**config.mk**
```make
export PLATFORM = sky130hd
export DESIGN_NAME = hms_timer_core_flat
export DESIGN_NICKNAME = d
export VERILOG_FILES = /design/src/rtl/hms_timer_if.sv /design/src/rtl/hms_timer_core.sv /design/src/flat_wrapper.sv
export SDC_FILE = /design/constraint.sdc
export NUM_CORES = 1
export LEC_CHECK = 0
export BUFFER_PORTS_ARGS = -buffer_cell sky130_fd_sc_hd__buf_2
export CORE_MARGIN = 2
export CORE_UTILIZATION = 50
export CTS_BUF_LIST = sky130_fd_sc_hd__clkbuf_4
export CTS_CLUSTER_DIAMETER = 80
export DETAILED_ROUTE_END_ITERATION = 8
export GPL_TIMING_DRIVEN = 0
export PLACE_DENSITY = 0.67
export SYNTH_ARGS = -nofsm -noshare
export SYNTH_HDL_FRONTEND = slang
export SYNTH_SLANG_ARGS = --single-unit
export TNS_END_PERCENT = 1
```
**constraint.sdc**
```tcl
create_clock -name CLOCK_50 -period 3.3 [get_ports CLOCK_50]
set_clock_uncertainty 0.15 [all_clocks]
set_input_delay 0.165 -clock CLOCK_50 [delete_from_list [all_inputs] [get_ports CLOCK_50]]
set_output_delay 0.165 -clock CLOCK_50 [all_outputs]
set_load 0.01 [all_outputs]
```
**src/rtl/hms_timer_if.sv**
```systemverilog
// Control and display bundle between the board top and the hms time base.
// Signalling contract: there is no valid/ready pair. Every control input except set_btn is a
// level sampled on each rising CLOCK_50; set_btn is a raw asynchronous button. All outputs are registered.
interface hms_timer_if;
  logic       clear;
  logic       mode;
  logic       run;
  logic       set_btn;
  logic [1:0] set_field;
  logic       set_dir;
  logic       lap;
  logic [6:0] seconds;
  logic [6:0] minutes;
  logic [6:0] hours;
  logic       running;
  logic       done;
  logic       tick;

  modport master (
    output clear, mode, run, set_btn, set_field, set_dir, lap,
    input  seconds, minutes, hours, running, done, tick
  );

  modport slave (
    input  clear, mode, run, set_btn, set_field, set_dir, lap,
    output seconds, minutes, hours, running, done, tick
  );
endinterface

```
**src/rtl/hms_timer_core.sv**
```systemverilog
// Hours/minutes/seconds stopwatch and countdown time base with preset editing,
// lap freeze and sticky done flag, driven by an internal tick prescaler.
module hms_timer_core #(
  parameter int CLK_HZ   = 50_000_000,
  parameter int TICK_HZ  = 1,
  parameter int HOUR_MAX = 99
) (
  input  logic       CLOCK_50,
  input  logic       reset,
  hms_timer_if.slave bus,
  output logic [1:0] dbg_state
);
  localparam int              TERM   = CLK_HZ / TICK_HZ - 1;
  localparam int              PW     = $clog2(TERM + 1);
  localparam logic [PW-1:0]   TERM_V = PW'(TERM);
  localparam logic [6:0]      HMAX   = 7'(HOUR_MAX);

  typedef enum logic [1:0] {
    S_IDLE = 2'd0,
    S_RUN  = 2'd1,
    S_HOLD = 2'd2,
    S_DONE = 2'd3
  } state_t;

  typedef struct packed {
    logic [6:0] h;
    logic [6:0] m;
    logic [6:0] s;
  } hms_t;

  function automatic logic [6:0] inc_wrap(input logic [6:0] v, input logic [6:0] max);
    return (v == max) ? 7'd0 : v + 7'd1;
  endfunction

  function automatic logic [6:0] dec_wrap(input logic [6:0] v, input logic [6:0] max);
    return (v == 7'd0) ? max : v - 7'd1;
  endfunction

  function automatic hms_t edit_preset(input hms_t p, input logic [1:0] f, input logic up);
    hms_t r;
    r = p;
    case (f)
      2'b00:   r.s = up ? inc_wrap(p.s, 7'd59) : dec_wrap(p.s, 7'd59);
      2'b01:   r.m = up ? inc_wrap(p.m, 7'd59) : dec_wrap(p.m, 7'd59);
      2'b10:   r.h = up ? inc_wrap(p.h, HMAX) : dec_wrap(p.h, HMAX);
      default: r = p;
    endcase
    return r;
  endfunction

  // Hours wrapping past HOUR_MAX naturally returns the whole counter to zero.
  function automatic hms_t count_up(input hms_t c);
    hms_t r;
    r   = c;
    r.s = inc_wrap(c.s, 7'd59);
    if (c.s == 7'd59) begin
      r.m = inc_wrap(c.m, 7'd59);
      if (c.m == 7'd59) r.h = inc_wrap(c.h, HMAX);
    end
    return r;
  endfunction

  function automatic hms_t count_down(input hms_t c);
    hms_t r;
    r   = c;
    r.s = dec_wrap(c.s, 7'd59);
    if (c.s == 7'd0) begin
      r.m = dec_wrap(c.m, 7'd59);
      if (c.m == 7'd0) r.h = c.h - 7'd1;
    end
    return r;
  endfunction

  state_t        state_q, state_d;
  hms_t          preset_q, preset_d;
  hms_t          cnt_q, cnt_d;
  hms_t          disp_q, disp_d;
  hms_t          src;
  hms_t          cnt_dn;
  logic [PW-1:0] presc_q, presc_d;
  logic [2:0]    sync_q, sync_d;
  logic          mode_q, mode_d;
  logic          lap_q, lap_d;
  logic          running_q, running_d;
  logic          done_q, done_d;
  logic          tick_q, tick_d;
  logic          set_evt;
  logic          tick_evt;

  always_comb begin
    state_d  = state_q;
    preset_d = preset_q;
    cnt_d    = cnt_q;
    presc_d  = presc_q;
    mode_d   = mode_q;
    tick_d   = 1'b0;
    sync_d   = {sync_q[1:0], bus.set_btn};
    set_evt  = sync_q[1] & ~sync_q[2];
    tick_evt = (state_q == S_RUN) && (presc_q == TERM_V);
    cnt_dn   = count_down(cnt_q);

    unique case (state_q)
      S_IDLE: begin
        if (bus.run) begin
          state_d = S_RUN;
          mode_d  = bus.mode;
          cnt_d   = bus.mode ? preset_q : '0;
          presc_d = '0;
        end else if (set_evt) begin
          preset_d = edit_preset(preset_q, bus.set_field, bus.set_dir);
        end
      end
      S_RUN: begin
        presc_d = tick_evt ? '0 : presc_q + PW'(1);
        // A countdown that starts at zero finishes immediately without a tick.
        if (mode_q && (cnt_q == '0)) begin
          state_d = S_DONE;
        end else begin
          if (tick_evt) begin
            tick_d = 1'b1;
            if (mode_q) begin
              cnt_d = cnt_dn;
              if (cnt_dn == '0) state_d = S_DONE;
            end else begin
              cnt_d = count_up(cnt_q);
            end
          end
          if ((state_d == S_RUN) && !bus.run) state_d = S_HOLD;
        end
      end
      S_HOLD: begin
        if (bus.run) state_d = S_RUN;
      end
      S_DONE: begin
        state_d = S_DONE;
      end
    endcase

    if (bus.clear) begin
      state_d = S_IDLE;
      cnt_d   = '0;
      presc_d = '0;
      tick_d  = 1'b0;
    end

    src       = (state_q == S_IDLE) ? (bus.mode ? preset_q : '0) : cnt_q;
    lap_d     = bus.lap;
    disp_d    = (bus.lap && lap_q) ? disp_q : src;
    running_d = (state_d == S_RUN);
    done_d    = (state_d == S_DONE);
  end

  always_ff @(posedge CLOCK_50 or posedge reset) begin
    if (reset) begin
      state_q   <= S_IDLE;
      preset_q  <= '0;
      cnt_q     <= '0;
      disp_q    <= '0;
      presc_q   <= '0;
      sync_q    <= '0;
      mode_q    <= 1'b0;
      lap_q     <= 1'b0;
      running_q <= 1'b0;
      done_q    <= 1'b0;
      tick_q    <= 1'b0;
    end else begin
      state_q   <= state_d;
      preset_q  <= preset_d;
      cnt_q     <= cnt_d;
      disp_q    <= disp_d;
      presc_q   <= presc_d;
      sync_q    <= sync_d;
      mode_q    <= mode_d;
      lap_q     <= lap_d;
      running_q <= running_d;
      done_q    <= done_d;
      tick_q    <= tick_d;
    end
  end

  assign bus.seconds = disp_q.s;
  assign bus.minutes = disp_q.m;
  assign bus.hours   = disp_q.h;
  assign bus.running = running_q;
  assign bus.done    = done_q;
  assign bus.tick    = tick_q;
  assign dbg_state   = state_q;
endmodule

```
**src/flat_wrapper.sv**
```systemverilog
// flat-port wrapper written by rule: the top's interface ports become plain ports
module hms_timer_core_flat 
#(
  parameter int CLK_HZ   = 50_000_000,
  parameter int TICK_HZ  = 1,
  parameter int HOUR_MAX = 99
)
  (CLOCK_50, reset, dbg_state, bus_clear, bus_mode, bus_run, bus_set_btn, bus_set_field, bus_set_dir, bus_lap, bus_seconds, bus_minutes, bus_hours, bus_running, bus_done, bus_tick);
  hms_timer_if bus_i ();
  input  logic CLOCK_50;
  input  logic reset;
  output logic [1:0] dbg_state;
  input wire logic [$bits(bus_i.clear)-1:0] bus_clear;
  input wire logic [$bits(bus_i.mode)-1:0] bus_mode;
  input wire logic [$bits(bus_i.run)-1:0] bus_run;
  input wire logic [$bits(bus_i.set_btn)-1:0] bus_set_btn;
  input wire logic [$bits(bus_i.set_field)-1:0] bus_set_field;
  input wire logic [$bits(bus_i.set_dir)-1:0] bus_set_dir;
  input wire logic [$bits(bus_i.lap)-1:0] bus_lap;
  output wire logic [$bits(bus_i.seconds)-1:0] bus_seconds;
  output wire logic [$bits(bus_i.minutes)-1:0] bus_minutes;
  output wire logic [$bits(bus_i.hours)-1:0] bus_hours;
  output wire logic [$bits(bus_i.running)-1:0] bus_running;
  output wire logic [$bits(bus_i.done)-1:0] bus_done;
  output wire logic [$bits(bus_i.tick)-1:0] bus_tick;
  assign bus_i.clear = bus_clear;
  assign bus_i.mode = bus_mode;
  assign bus_i.run = bus_run;
  assign bus_i.set_btn = bus_set_btn;
  assign bus_i.set_field = bus_set_field;
  assign bus_i.set_dir = bus_set_dir;
  assign bus_i.lap = bus_lap;
  assign bus_seconds = bus_i.seconds;
  assign bus_minutes = bus_i.minutes;
  assign bus_hours = bus_i.hours;
  assign bus_running = bus_i.running;
  assign bus_done = bus_i.done;
  assign bus_tick = bus_i.tick;
  hms_timer_core #(.CLK_HZ(CLK_HZ), .TICK_HZ(TICK_HZ), .HOUR_MAX(HOUR_MAX)) u_core (.CLOCK_50(CLOCK_50), .reset(reset), .bus(bus_i), .dbg_state(dbg_state));
endmodule
```
; ---- Word level (Yosys, flattened, before mapping)
; Cells that the tools add are included.
[word_totals]
inputBits = 10
out_inout_bits = 26
regBits = 99
[classes]
eq_ne = 20
n_mux = 44
add_sub_neg = 13
n_bitwise = 3
n_reduce_logical = 24
[op_table]
columns = op, count
row1 = $mux 21, 7
row2 = $mux 7, 16
row3 = $mux 26, 3
row4 = $pmux 26 s2, 1
row5 = $add 7x1->7 const B, 6
row6 = $logic_not 21->1, 2
row7 = $pmux 21 s2, 1
row8 = $sub 7x1->7 const B, 6
row9 = $logic_not 7->1, 5
row10 = $eq 7x6->1 const B, 4
row11 = $mux 14, 2
row12 = $add 26x1->26 const B, 1
row13 = $eq 26x26->1 const B, 1
row14 = $mux 2, 9
row15 = $reduce_and 4->1, 4
row16 = $eq 7x7->1 const B, 2
row17 = $eq 2x1->1 const B, 4
row18 = $eq 2x2->1 const B, 4
row19 = $ne 4x3->1 const B, 2
row20 = $ne 3x3->1 const B, 2
row21 = $pmux 2 s3, 1
row22 = $reduce_and 6->1, 1
row23 = $reduce_and 5->1, 1
row24 = $logic_and 1x1->1, 4
row25 = 9 further kinds, 15

; ---- Depth between registers and ports, before layout
; Gate-level depths: netlist of the first run.
[logic_depth]
word_depth = 16
mapped_depth = 10
mapped_depth_nobuf = 7

; ---- Least setup slack after synthesis of the first run
; No wires, ideal clock.
[synth_timing]
kind = register to register
from = register u_core.cnt_q[0] (netlist name)
to = register u_core.cnt_q[19] (netlist name)
required_time_ns = 3.064
t_arrival_ns = 2.587
setup_time_ns = 0.086
slack_ns = 0.477
path_buffers = 2
path_stages_with_launch = 10
cell_sequence = dfrtp_1 inv_1 ha_1 or4b_1 clkbuf_2 or3_1 buf_2 or4_1 and3_1 o221ai_2
[synth_between]
elab_chain_len = 7
[synth_rtl]
columns = item, line
row1 = from (decl), hms_timer_core.sv:76  ; hms_t cnt_q, cnt_d;
row2 = from (signal assigned), hms_timer_core.sv:169  ; cnt_q <= cnt_d;
row3 = $logic_not 7->1, hms_timer_core.sv:67  ; if (c.s == 7'd0) begin
row4 = $mux 14, hms_timer_core.sv:67
row5 = $mux 21, hms_timer_core.sv:121  ; if (mode_q) begin
row6 = $mux 21, hms_timer_core.sv:119  ; if (tick_evt) begin
row7 = $mux 21, hms_timer_core.sv:116  ; if (mode_q && (cnt_q == '0)) begin
row8 = $pmux 21 s2, hms_timer_core.sv:102  ; unique case (state_q)
row9 = $mux 21, hms_timer_core.sv:139  ; if (bus.clear) begin
; Several ways; a longest one is shown, not always the timed one. The select of a mux whose other input is x is not followed.
; A chain may end at the register's enable or synchronous reset.

; ---- Final worst setup path of the first run
[layout_timing]
from = register u_core.presc_q[0]
to = register u_core.cnt_q[0] (netlist name)
[layout_between]
elab_chain_len = 4
[layout_rtl]
columns = item, line
row1 = from (decl), hms_timer_core.sv:80  ; logic [PW-1:0] presc_q, presc_d;
row2 = from (signal assigned), hms_timer_core.sv:171  ; presc_q <= presc_d;
row3 = $eq 26x26->1, hms_timer_core.sv:99  ; tick_evt = (state_q == S_RUN) && (presc_q == TERM_V);
row4 = $logic_and 1x1->1, hms_timer_core.sv:99
row5 = $ne 3x2->1 (no source line), --
row6 = $reduce_and 4->1 (no source line), --
; Every way passes these cells.

==> results of run 1 <==
-- cell usage after synthesis, drive strengths merged (10+ instances only) --
master | count | area [sq um]
a21oi | 54 | 270.3
a31oi | 21 | 131.4
and3 | 14 | 87.58
clkbuf | 63 | 237.7
dfrtp | 99 | 2477
ha | 16 | 200.2
inv | 27 | 101.4
nand2 | 87 | 326.6
nand2b | 10 | 62.56
nand3 | 40 | 200.2
nand4 | 15 | 93.84
nor2 | 61 | 229.0
nor3 | 41 | 205.2
nor4 | 13 | 81.33
o211ai | 12 | 90.09
o21ai | 64 | 320.3
or3 | 15 | 93.84
or4 | 11 | 82.58
xnor2 | 28 | 245.2
-- metal layers --
metal / vias up / global-route usage (%) / routed length [microns]
met5: - / 0 / 0
met4: 0 / 12.07 / 612
met3: 42 / 5.758 / 1462
met2: 292 / 47.80 / 10120
met1: 3361 / 40.00 / 9346
li1: 3255 / - / -
-- placed cells by master, fill, tap and decap left out, types with 7 or more instances in the layout --
| cell type | instances |
|---|---|
| a21oi_1 | 54 |
| a22o_1 | 9 |
| a31oi_1 | 21 |
| a32o_1 | 9 |
| and3_1 | 14 |
| buf_2 | 37 |
| clkbuf_1 | 62 |
| clkbuf_4 | 10 |
| dfrtp_1 | 99 |
| dlygate4sd3_1 | 7 |
| ha_1 | 16 |
| inv_1 | 26 |
| mux2i_1 | 9 |
| nand2_1 | 87 |
| nand2b_1 | 10 |
| nand3_1 | 40 |
| nand4_1 | 15 |
| nor2_1 | 61 |
| nor3_1 | 41 |
| nor4_1 | 13 |
| o211ai_1 | 12 |
| o21ai_0 | 64 |
| o31ai_1 | 8 |
| or3_1 | 15 |
| or4_1 | 11 |
| xnor2_1 | 28 |
-- stage by stage --
| step | cell area [sq um] | setup WS [ns] |
|---|---|---|
| floorplan | 6945 | 0.3946 |
| global placement | 7341 | -0.7582 |
| detailed placement | 7371 | -0.02700 |
| CTS | 7579 | 0.09578 |
| global route | 7591 | -0.05509 |
| finish | 7591 | 0.1146 |
-- sequential cells by signal, summed over array words and instances (netlist names) --
signal and flops:
u_core.bus.seconds 7, u_core.preset_q 21, u_core.cnt_q 21, u_core.bus.minutes 7, u_core.lap_q 1, u_core.mode_q 1, u_core.bus.done 1, u_core.presc_q 26
u_core.bus.running 1, u_core.sync_q 3, u_core.bus.tick 1, u_core.dbg_state 2, u_core.bus.hours 7
-- path summary, 6_finish.rpt --
check                                             end  slack, ns  depth (start not counted)
max in group asynchronous            u_core.cnt_q[14]       2.16                          4
worst max-delay path                  u_core.cnt_q[0]       0.11                          6
worst min register to register       u_core.sync_q[1]       0.23                          0
worst min-delay path              u_core.preset_q[10]       0.03                          4
worst max register to register        u_core.cnt_q[0]       0.11                          6
min in group asynchronous       u_core.bus.seconds[2]       0.14                          3
-- power breakdown --
group / switching, mW / total [mW] / internal (mW)
clock network: 0.437 / 0.671 / 0.234
logic: 0.890 / 1.40 / 0.510
registers: 0.152 / 1.50 / 1.34
-- critical path: stages, from the launching register on --
cell	delay, ns
dfrtp_1	0.44
ha_1	0.21
nand3_1	0.20
nor4_1	0.72
o311ai_4	0.29
a21oi_1	0.68
mux2_2	0.41
-- cell type report --
cell class / instances / area (sq um)
Tap cell: 180 / 225.2
Clock inverter: 6 / 56.30
Fill cell: 1330 / 6128
Inverter: 31 / 118.9
Clock buffer: 10 / 75.07
Multi-Input combinational cell: 655 / 4078
Antenna cell: 1 / 2.502
Sequential cell: 99 / 2477
Timing Repair Buffer: 42 / 267.8
Buffer: 70 / 290.3
-- logic make-up (layout without fill, tap and decap cells) --
logic type | after synthesis | after routing | synth area share [%]
AND/OR/NAND/NOR | 352 | 352 | 26.43
other | 0 | 1 | 0
flip-flops | 99 | 99 | 35.67
XOR/XNOR | 34 | 34 | 4.288
AO/OA/AOI/OAI | 239 | 239 | 22.77
adder cells (fa/ha/maj) | 16 | 16 | 2.882
multiplexers | 14 | 14 | 2.108
buffers and inverters | 101 | 159 | 5.855
-- timing repair --
action,in CTS,in global routing
cloned,0,0
resized for setup,1,1
setup buffers,0,0
hold endpoints to repair,60,0
setup endpoints to repair,6,8
hold buffers,7,0
==> impl_metrics.tcl, run 1 <==
set metrics [dict create \
    seq_area_frac_synth_pct 35.67 \
    post-route-period-util_pct 96.53 \
    syn_inst 855 \
    utilization_pct 55.33 \
    crit_start "u_core.presc_q[0]" \
    slew_headroom_pct 41.99 \
    grt-ovfl-total 0 \
    dpl.cell_count 1070 \
    die_w_microns 121.9 \
    p_leak_nw 2.993 \
    ys_ff_latch 99 \
    clk_transition_reported_paths_ns 0.15 \
    cts_made_buffers 9 \
    grt_max_degree 55 \
    ctsLongestPathBuffers 2 \
    critPathArrivalTime_ns 3.43 \
    core_area_sq_um 13720 \
    start_util_pct 50.62 \
    synth_nets 881 \
    yosys_warnings 0 \
    fin_cells 1094 \
    netlist_area_sq_um 6945 \
    ir_drop_v 0.0004607 \
    synth.avg_cell_area_sq_um 8.123 \
    numClockSinks 99 \
    cts_root_buf "clkbuf_4" \
    drive_gt1_share_pct 8.653 \
    antenna_found_initial 1 \
    crit_path_start_kind "register" \
    criticalPathCategory "register to register" \
    num_io_pins 36 \
    drv_slew 0 \
    synthFlopType "dfrtp_1" \
    yosys.cell_types.count 72 \
    placementRows 43 \
    portBuffers 34 \
    layout.nets 934 \
    rsz0062_at_grt "yes" \
    tightest_slew_ns 0.8635 \
    gp_congestion 0.9717 \
    area_growth_pct 9.296 \
    hp-class "input pin to register" \
    fp.dieH_microns 121.9 \
    r2r_start "u_core.presc_q[0]" \
    cts-htree-levels 3 \
    cp.required_ns 3.54 \
    setup_viol 0 \
    dr_total_vias 6950 \
    grt_pass1_wl_microns 34790 \
    async_reset_ff_share_pct 100.0 \
    die-area_sq_um 14850 \
    cp-end-kind "register" \
    final_hold_viol_count 0 \
    wl_per_cell_microns 19.69 \
    fmax_ghz 0.3139 \
    tns_ns 0 \
    drtIter0Drc 636 \
    finalCriticalPeriod_ns 3.185 \
    insertion_delay_ns 0.51 \
    powerDensity_nw_per_um2 469.8 \
    hp-start "bus_set_dir" \
    outcome "finished clean" \
    hold_slack_ns 0.03126 \
    finalWirelength_microns 21540 \
    maxCapViolCount 0 \
    drc_errors 0 \
    vias_per_cell 6.353 \
    postRouteAntennaNets 0 \
    synth_edf_count 0 \
    grt_pass1_vias 6655 \
    cp_max_fo 8 \
    drt-pass1-iter-count 5 \
    grtUsageTotal_pct 29.92 \
    cts_tree "built" \
    totalPowerFinal_mw 3.566 \
    hpwl_microns 15840 \
]
(Power assumes the default switching activity.)
==> run 2, diff against run 1 <==
--- a/config.mk
+++ b/config.mk
@@ -12,7 +12,7 @@
 export CTS_CLUSTER_DIAMETER = 80
 export DETAILED_ROUTE_END_ITERATION = 8
 export GPL_TIMING_DRIVEN = 0
-export PLACE_DENSITY = 0.67
+export PLACE_DENSITY = 0.7
 export SYNTH_ARGS = -nofsm -noshare
 export SYNTH_HDL_FRONTEND = slang
 export SYNTH_SLANG_ARGS = --single-unit
==> constraint.sdc (replaced) <==
create_clock -name CLOCK_50 -period 2.87 [get_ports CLOCK_50]
set_clock_uncertainty 0.15 [all_clocks]
set_input_delay 0.1435 -clock CLOCK_50 [delete_from_list [all_inputs] [get_ports CLOCK_50]]
set_output_delay 0.1435 -clock CLOCK_50 [all_outputs]
set_load 0.01 [all_outputs]
==> run 2 against run 1 <==
  * Critical endpoint is now u_core.cnt_q[19]
  * Core utilization up 0.78 points
  * Wire length down 5.0%
  * Total power up 16%
  * The run now ends with negative setup slack left
  * Sequential share of layout area down 0.39 points
  * Critical path depth up 3
  * First-iteration DRC count up 16%
  * Flip-flop and latch count unchanged
  * Global-route usage down 1.7 points
  * Count of clock-buffer cells in the layout down 1
==> impl_metrics.tcl, run 2 (synthesized netlist as in run 1, its figures left out) <==
set metrics [dict create \
    fmax_ghz 0.3460 \
    gp_congestion 0.9764 \
    numClockSinks 99 \
    crit_path_start_kind "register" \
    setup_viol 1 \
    reg2reg_depth 9 \
    top_regs "u_core.presc_q x26, u_core.cnt_q x21, u_core.preset_q x21" \
    grt_max_degree 42 \
    grtUsageTotal_pct 28.26 \
    clk_transition_reported_paths_ns 0.16 \
    critPathTopFamily "simple AND/OR/NAND/NOR gates" \
    portBuffers 34 \
    max_stage_delay_ns 0.49 \
    setup_slack_ns -0.01985 \
    finalCriticalPeriod_ns 2.890 \
    critPathArrivalTime_ns 3.17 \
    cp-end-kind "register" \
    slew_headroom_pct 49.80 \
    final_hold_viol_count 0 \
    cts_made_buffers 9 \
    drtIter0Drc 739 \
    layout_common_cells "dfrtp_1 (95), nand2_1 (87), o21ai_0 (64), nor2_1 (60), clkbuf_1 (57)" \
    mostFrequentLayoutCell "dfrtp_1" \
    ir_drop_v 0.0003775 \
    drt-pass1-iter-count 5 \
    drv_slew 0 \
    drc_errors 0 \
    design_area_sq_um 7699 \
    core_area_sq_um 13720 \
    postRouteAntennaNets 0 \
    endpoint "u_core.cnt_q[19]" \
    vias_per_cell 6.274 \
    placementRows 43 \
    cp.required_ns 3.15 \
    reg2reg_slack_ns -0.02 \
    cp_max_fo 7 \
    powerDensity_nw_per_um2 536.2 \
    grt_pass1_vias 6191 \
    area_growth_pct 10.84 \
    cts_root_buf "clkbuf_4" \
    cts-htree-levels 3 \
    die-area_sq_um 14850 \
    drive_gt1_share_pct 11.15 \
    criticalPathCategory "register to register" \
    rsz0062_at_grt "yes" \
    outcome "finished, violations left" \
    fp.dieH_microns 121.9 \
    fill_cells 1307 \
    dr_total_vias 6883 \
    antenna_found_initial 2 \
    grt-ovfl-total 0 \
    crit_buf_inv 3 \
    die_w_microns 121.9 \
    largest_reg_flops 26 \
    maxCapViolCount 0 \
    place_area_sq_um 7385 \
    finalWirelength_microns 20470 \
    crit_chain "inv_1 -> ha_4 -> or4b_1 -> buf_2 -> or3_1 -> buf_4 -> or4_1 -> and3_1 -> o221ai_2" \
    hold_slack_ns 0.01647 \
    wl_per_cell_microns 18.66 \
    top_register "u_core.presc_q" \
    crit_path_top_delay_cell "or4_1" \
    hpwl_microns 14730 \
    crit_start "u_core.cnt_q[1]" \
    post-route-period-util_pct 100.7 \
    tns_ns -0.01985 \
    r2r_start "u_core.cnt_q[1]" \
    tightest_slew_ns 0.7461 \
    cts_tree "built" \
    num_io_pins 36 \
    p_leak_nw 3.021 \
    insertion_delay_ns 0.52 \
    worstReg2RegEnd "u_core.cnt_q[19]" \
    layout.nets 936 \
    ctsLongestPathBuffers 2 \
    hp-class "input pin to register" \
    violations "negative setup slack" \
    cp.depth 9 \
    start_util_pct 50.62 \
    grt_pass1_wl_microns 32840 \
]
[run 2: cell count changes in the layout (fill, tap and decap cells not counted), moves of 2 or more]
cell	previous run	this run
inv_1	26	23
dfrtp_2	0	4
buf_4	0	3
clkbuf_2	1	4
inv_2	0	3
buf_12	0	2
nor3_1	41	39
clkbuf_1	62	57
nor4_1	13	11
dfrtp_1	99	95
clkinvlp_4	0	3
nor3_2	0	2
[run 2: how the worst min path moves through the flow]
stage | start | end | slack [ns] | depth (start not counted)
after detailed placement | bus_set_btn | u_core.sync_q[0] | 0.10 | 1
after floorplan | bus_lap | u_core.lap_q | 0.02 | 0
after global routing | bus_set_field[1] | u_core.preset_q[16] | 0.03 | 3
after CTS | bus_set_field[1] | u_core.preset_q[0] | 0.0007 | 5
after global placement | bus_set_btn | u_core.sync_q[0] | 0.10 | 1
final | bus_set_field[1] | u_core.preset_q[16] | 0.02 | 3
[run 2: area by class of cell]
class                           instances  area [sq um]  area share, %
Clock buffer                            9         67.56         0.8776
Timing Repair Buffer                   45         295.3          3.836
Sequential cell                        99          2482          32.24
Antenna cell                            2         5.005        0.06501
Inverter                               31         123.9          1.609
Buffer                                 69         300.3          3.901
Tap cell                              180         225.2          2.925
Clock inverter                          7         67.56         0.8776
Multi-Input combinational cell        655          4131          53.66
[run 2: worst min-delay path, delay by kind of cell]
| family | cells | cell delay [ns] |
|---|---|---|
| buffers and inverters | 1 | 0.12 |
| and+or+nand+nor | 1 | 0.27 |
| AOI/OAI and AO/OA | 1 | 0.12 |
[run 2: report_power, final]
| group | total, mW | switching [mW] | internal [mW] |
|---|---|---|---|
| clock | 0.785 | 0.522 | 0.263 |
| combinational | 1.63 | 1.02 | 0.614 |
| sequential | 1.71 | 0.167 | 1.55 |
[run 2: what timing repair did]
item	4_1_cts	5_1_grt
buffers inserted	2	0
endpoints found under the setup margin	26	40
resized for setup	14	17
hold buffers	7	0
hold endpoints to repair	40	0
[run 2: metrics by stage]
step	power [mW]	instances	utilization (%)	setup slack, ns
global placement	3.254	1069	53.53	-0.4535
global route	4.371	1097	56.11	-0.09981
CTS	4.081	1095	55.81	-0.02538
detailed placement	3.272	1071	53.83	-0.4804
finish	4.128	1097	56.11	-0.01985
floorplan	2.830	855	-	0.04734
[run 2: per-layer routing]
metal / global-route usage [%] / routed length, microns / vias to the layer above
met1: 39.89 / 9193 / 3302
li1: - / - / 3272
met4: 10.27 / 586 / 0
met3: 5.431 / 1291 / 43
met5: 0 / 0 / -
met2: 43.23 / 9394 / 266
==> run 3, diff against run 2 <==
--- a/config.mk
+++ b/config.mk
@@ -6,13 +6,13 @@
 export NUM_CORES = 1
 export LEC_CHECK = 0
 export BUFFER_PORTS_ARGS = -buffer_cell sky130_fd_sc_hd__buf_2
-export CORE_MARGIN = 2
 export CORE_UTILIZATION = 50
 export CTS_BUF_LIST = sky130_fd_sc_hd__clkbuf_4
 export CTS_CLUSTER_DIAMETER = 80
 export DETAILED_ROUTE_END_ITERATION = 8
 export GPL_TIMING_DRIVEN = 0
 export PLACE_DENSITY = 0.7
+export SETUP_SLACK_MARGIN = 0.05
 export SYNTH_ARGS = -nofsm -noshare
 export SYNTH_HDL_FRONTEND = slang
 export SYNTH_SLANG_ARGS = --single-unit
==> run 3 against run 2 <==
  * Critical path type unchanged
  * Register-to-register slack gained 0.05 ns
  * The flow now finishes without violations
  * Core utilization grew 2.6 points
  * Non-clock buffer count grew 18
==> impl_metrics.tcl, run 3 (synthesized netlist as in run 1, its figures left out) <==
set metrics [dict create \
    outcome "finished clean" \
    drc_errors 0 \
    crit_start "u_core.cnt_q[7]" \
    wl_per_cell_microns 18.58 \
    fmax_ghz 0.3526 \
    placementRows 42 \
    portBuffers 34 \
    ctsLongestPathBuffers 2 \
    powerDensity_nw_per_um2 525.7 \
    start_util_pct 51.83 \
    fin_cells 1109 \
    p_leak_nw 3.123 \
    num_io_pins 36 \
    cts_tree "built" \
    drv_slew 0 \
    gp_congestion 0.9897 \
    numClockSinks 99 \
    p_comb_share_pct 42.2 \
    dr_total_vias 6985 \
    rsz0062_at_grt "yes" \
    finalCriticalPeriod_ns 2.836 \
    die_w_microns 119.9 \
    cp_max_fo 6 \
    multi_input_area_sq_um 4156 \
    grt_max_degree 33 \
    grt_pass1_vias 6235 \
    cp-end-kind "register" \
    postRouteAntennaNets 0 \
    grtUsageTotal_pct 29.55 \
    intPower_mw 2.429 \
    ff_latch_area_sq_um 2481 \
    mostFrequentLayoutCell "dfrtp_1" \
    top_register "u_core.presc_q" \
    finalWirelength_microns 20610 \
    tightest_slew_ns 0.7503 \
    grt_pass1_wl_microns 33140 \
    antenna_found_initial 1 \
    clockPowerShare_pct 16.4 \
    cts_made_buffers 9 \
    core_area_sq_um 13400 \
    ir_drop_v 0.0004076 \
    setup_viol 0 \
    dpl.cell_count 1068 \
    hpwl_microns 14880 \
    final_hold_viol_count 0 \
    drt-pass1-iter-count 8 \
    vias_per_cell 6.298 \
    layout.nets 954 \
    layout_common_cells "dfrtp_1 (96), nand2_1 (87), o21ai_0 (64), nor2_1 (60), clkbuf_1 (58)" \
    die-area_sq_um 14370 \
    r2r_start "u_core.cnt_q[7]" \
    critPathArrivalTime_ns 3.08 \
    hold_slack_ns 0.1012 \
    top_regs "u_core.presc_q x26, u_core.cnt_q x21, u_core.preset_q x21" \
    hp-start "bus_mode" \
    cts-htree-levels 3 \
    area_growth_pct 13.24 \
    power_switching_mw 1.706 \
    cp.required_ns 3.12 \
    hp-class "input pin to register" \
    slew_headroom_pct 49.87 \
    swShare_pct 41.26 \
    post-route-period-util_pct 98.82 \
    maxCapViolCount 0 \
    insertion_delay_ns 0.49 \
    criticalPathCategory "register to register" \
    fp.dieH_microns 119.9 \
    cts_root_buf "clkbuf_4" \
    drtIter0Drc 683 \
    clk_transition_reported_paths_ns 0.16 \
    crit_path_start_kind "register" \
    largest_reg_flops 26 \
    drive_gt1_share_pct 13.20 \
    seq_power_share_pct 41.4 \
    grt-ovfl-total 0 \
    fill_cells 1258 \
]
[run 3: cell types whose count changed in the layout (fill, tap and decap cells not counted), moves of 2 or more]
cell | previous run | this run
clkinv_1 | 5 | 3
or4b_1 | 2 | 0
clkbuf_4 | 9 | 11
buf_6 | 4 | 6
or4b_4 | 0 | 2
buf_4 | 3 | 17
[run 3: final timing paths]
| check | endpoint | slack [ns] | cells past startpoint |
|---|---|---|---|
| setup / recovery | u_core.cnt_q[19] | 0.03 | 10 |
| hold / removal | u_core.cnt_q[4] | 0.10 | 4 |
| max in group asynchronous | u_core.preset_q[12] | 1.28 | 6 |
| setup reg to reg | u_core.cnt_q[19] | 0.03 | 10 |
| hold reg to reg | u_core.sync_q[1] | 0.22 | 0 |
| min in group asynchronous | u_core.presc_q[25] | 0.59 | 4 |
[run 3: power by group through the flow]
stage | sequential [mW] | combinational, mW | clock [mW]
4_1_cts | 1.71 | 1.61 | 0.700
3_3_place_gp | 1.74 | 1.52 | 0
5_1_grt | 1.73 | 1.90 | 0.739
3_5_place_dp | 1.74 | 1.54 | 0
2_1_floorplan | 1.71 | 1.12 | 0
6_report | 1.71 | 1.75 | 0.677
[run 3: per-layer routing]
layer | global-route usage (%) | vias to the layer above | part of all wire, % | routed length (microns)
met1 | 41.55 | 3347 | 45 | 9198
met2 | 44.98 | 282 | 45 | 9325
met5 | 0 | - | 0 | 0
met3 | 5.276 | 50 | 7.2 | 1483
li1 | - | 3306 | - | -
met4 | 11.80 | 0 | 2.9 | 599
[run 3: stage by stage]
step	utilization (%)	power [mW]	instance area [sq um]	setup WS (ns)	setup TNS (ns)
finish	58.69	4.135	7865	0.03372	0
global route	58.69	4.374	7865	-0.02717	-0.04029
CTS	57.37	4.013	7687	-0.08955	-0.09420
detailed placement	55.22	3.282	7400	-0.3984	-5.769
global placement	54.77	3.259	7340	-0.4078	-5.967
floorplan	-	2.830	6949	0.04734	0
[run 3: layout make-up]
cell class / count / area share, %
Tap cell: 176 / 2.800
Antenna cell: 1 / 0.03182
Inverter: 31 / 1.670
Clock buffer: 11 / 1.050
Buffer: 70 / 4.120
Clock inverter: 4 / 0.3659
Sequential cell: 99 / 31.55
Timing Repair Buffer: 62 / 5.568
Multi-Input combinational cell: 655 / 52.85
[run 3: what timing repair did]
item,CTS,global route
resized for setup,19,27
pin swaps,0,5
buffers inserted,3,14
setup endpoints to repair,26,42
endpoints found under the hold margin,61,0
hold buffers,8,0
[run 3: critical path: stages (launching register included)]
cell and delay (ns):
dfrtp_1 0.43, buf_8 0.13, clkinv_4 0.04, ha_4 0.11, or4b_4 0.45, buf_6 0.14, or3_1 0.38, buf_6 0.14
or4_1 0.46, and3_4 0.19, o221ai_2 0.11
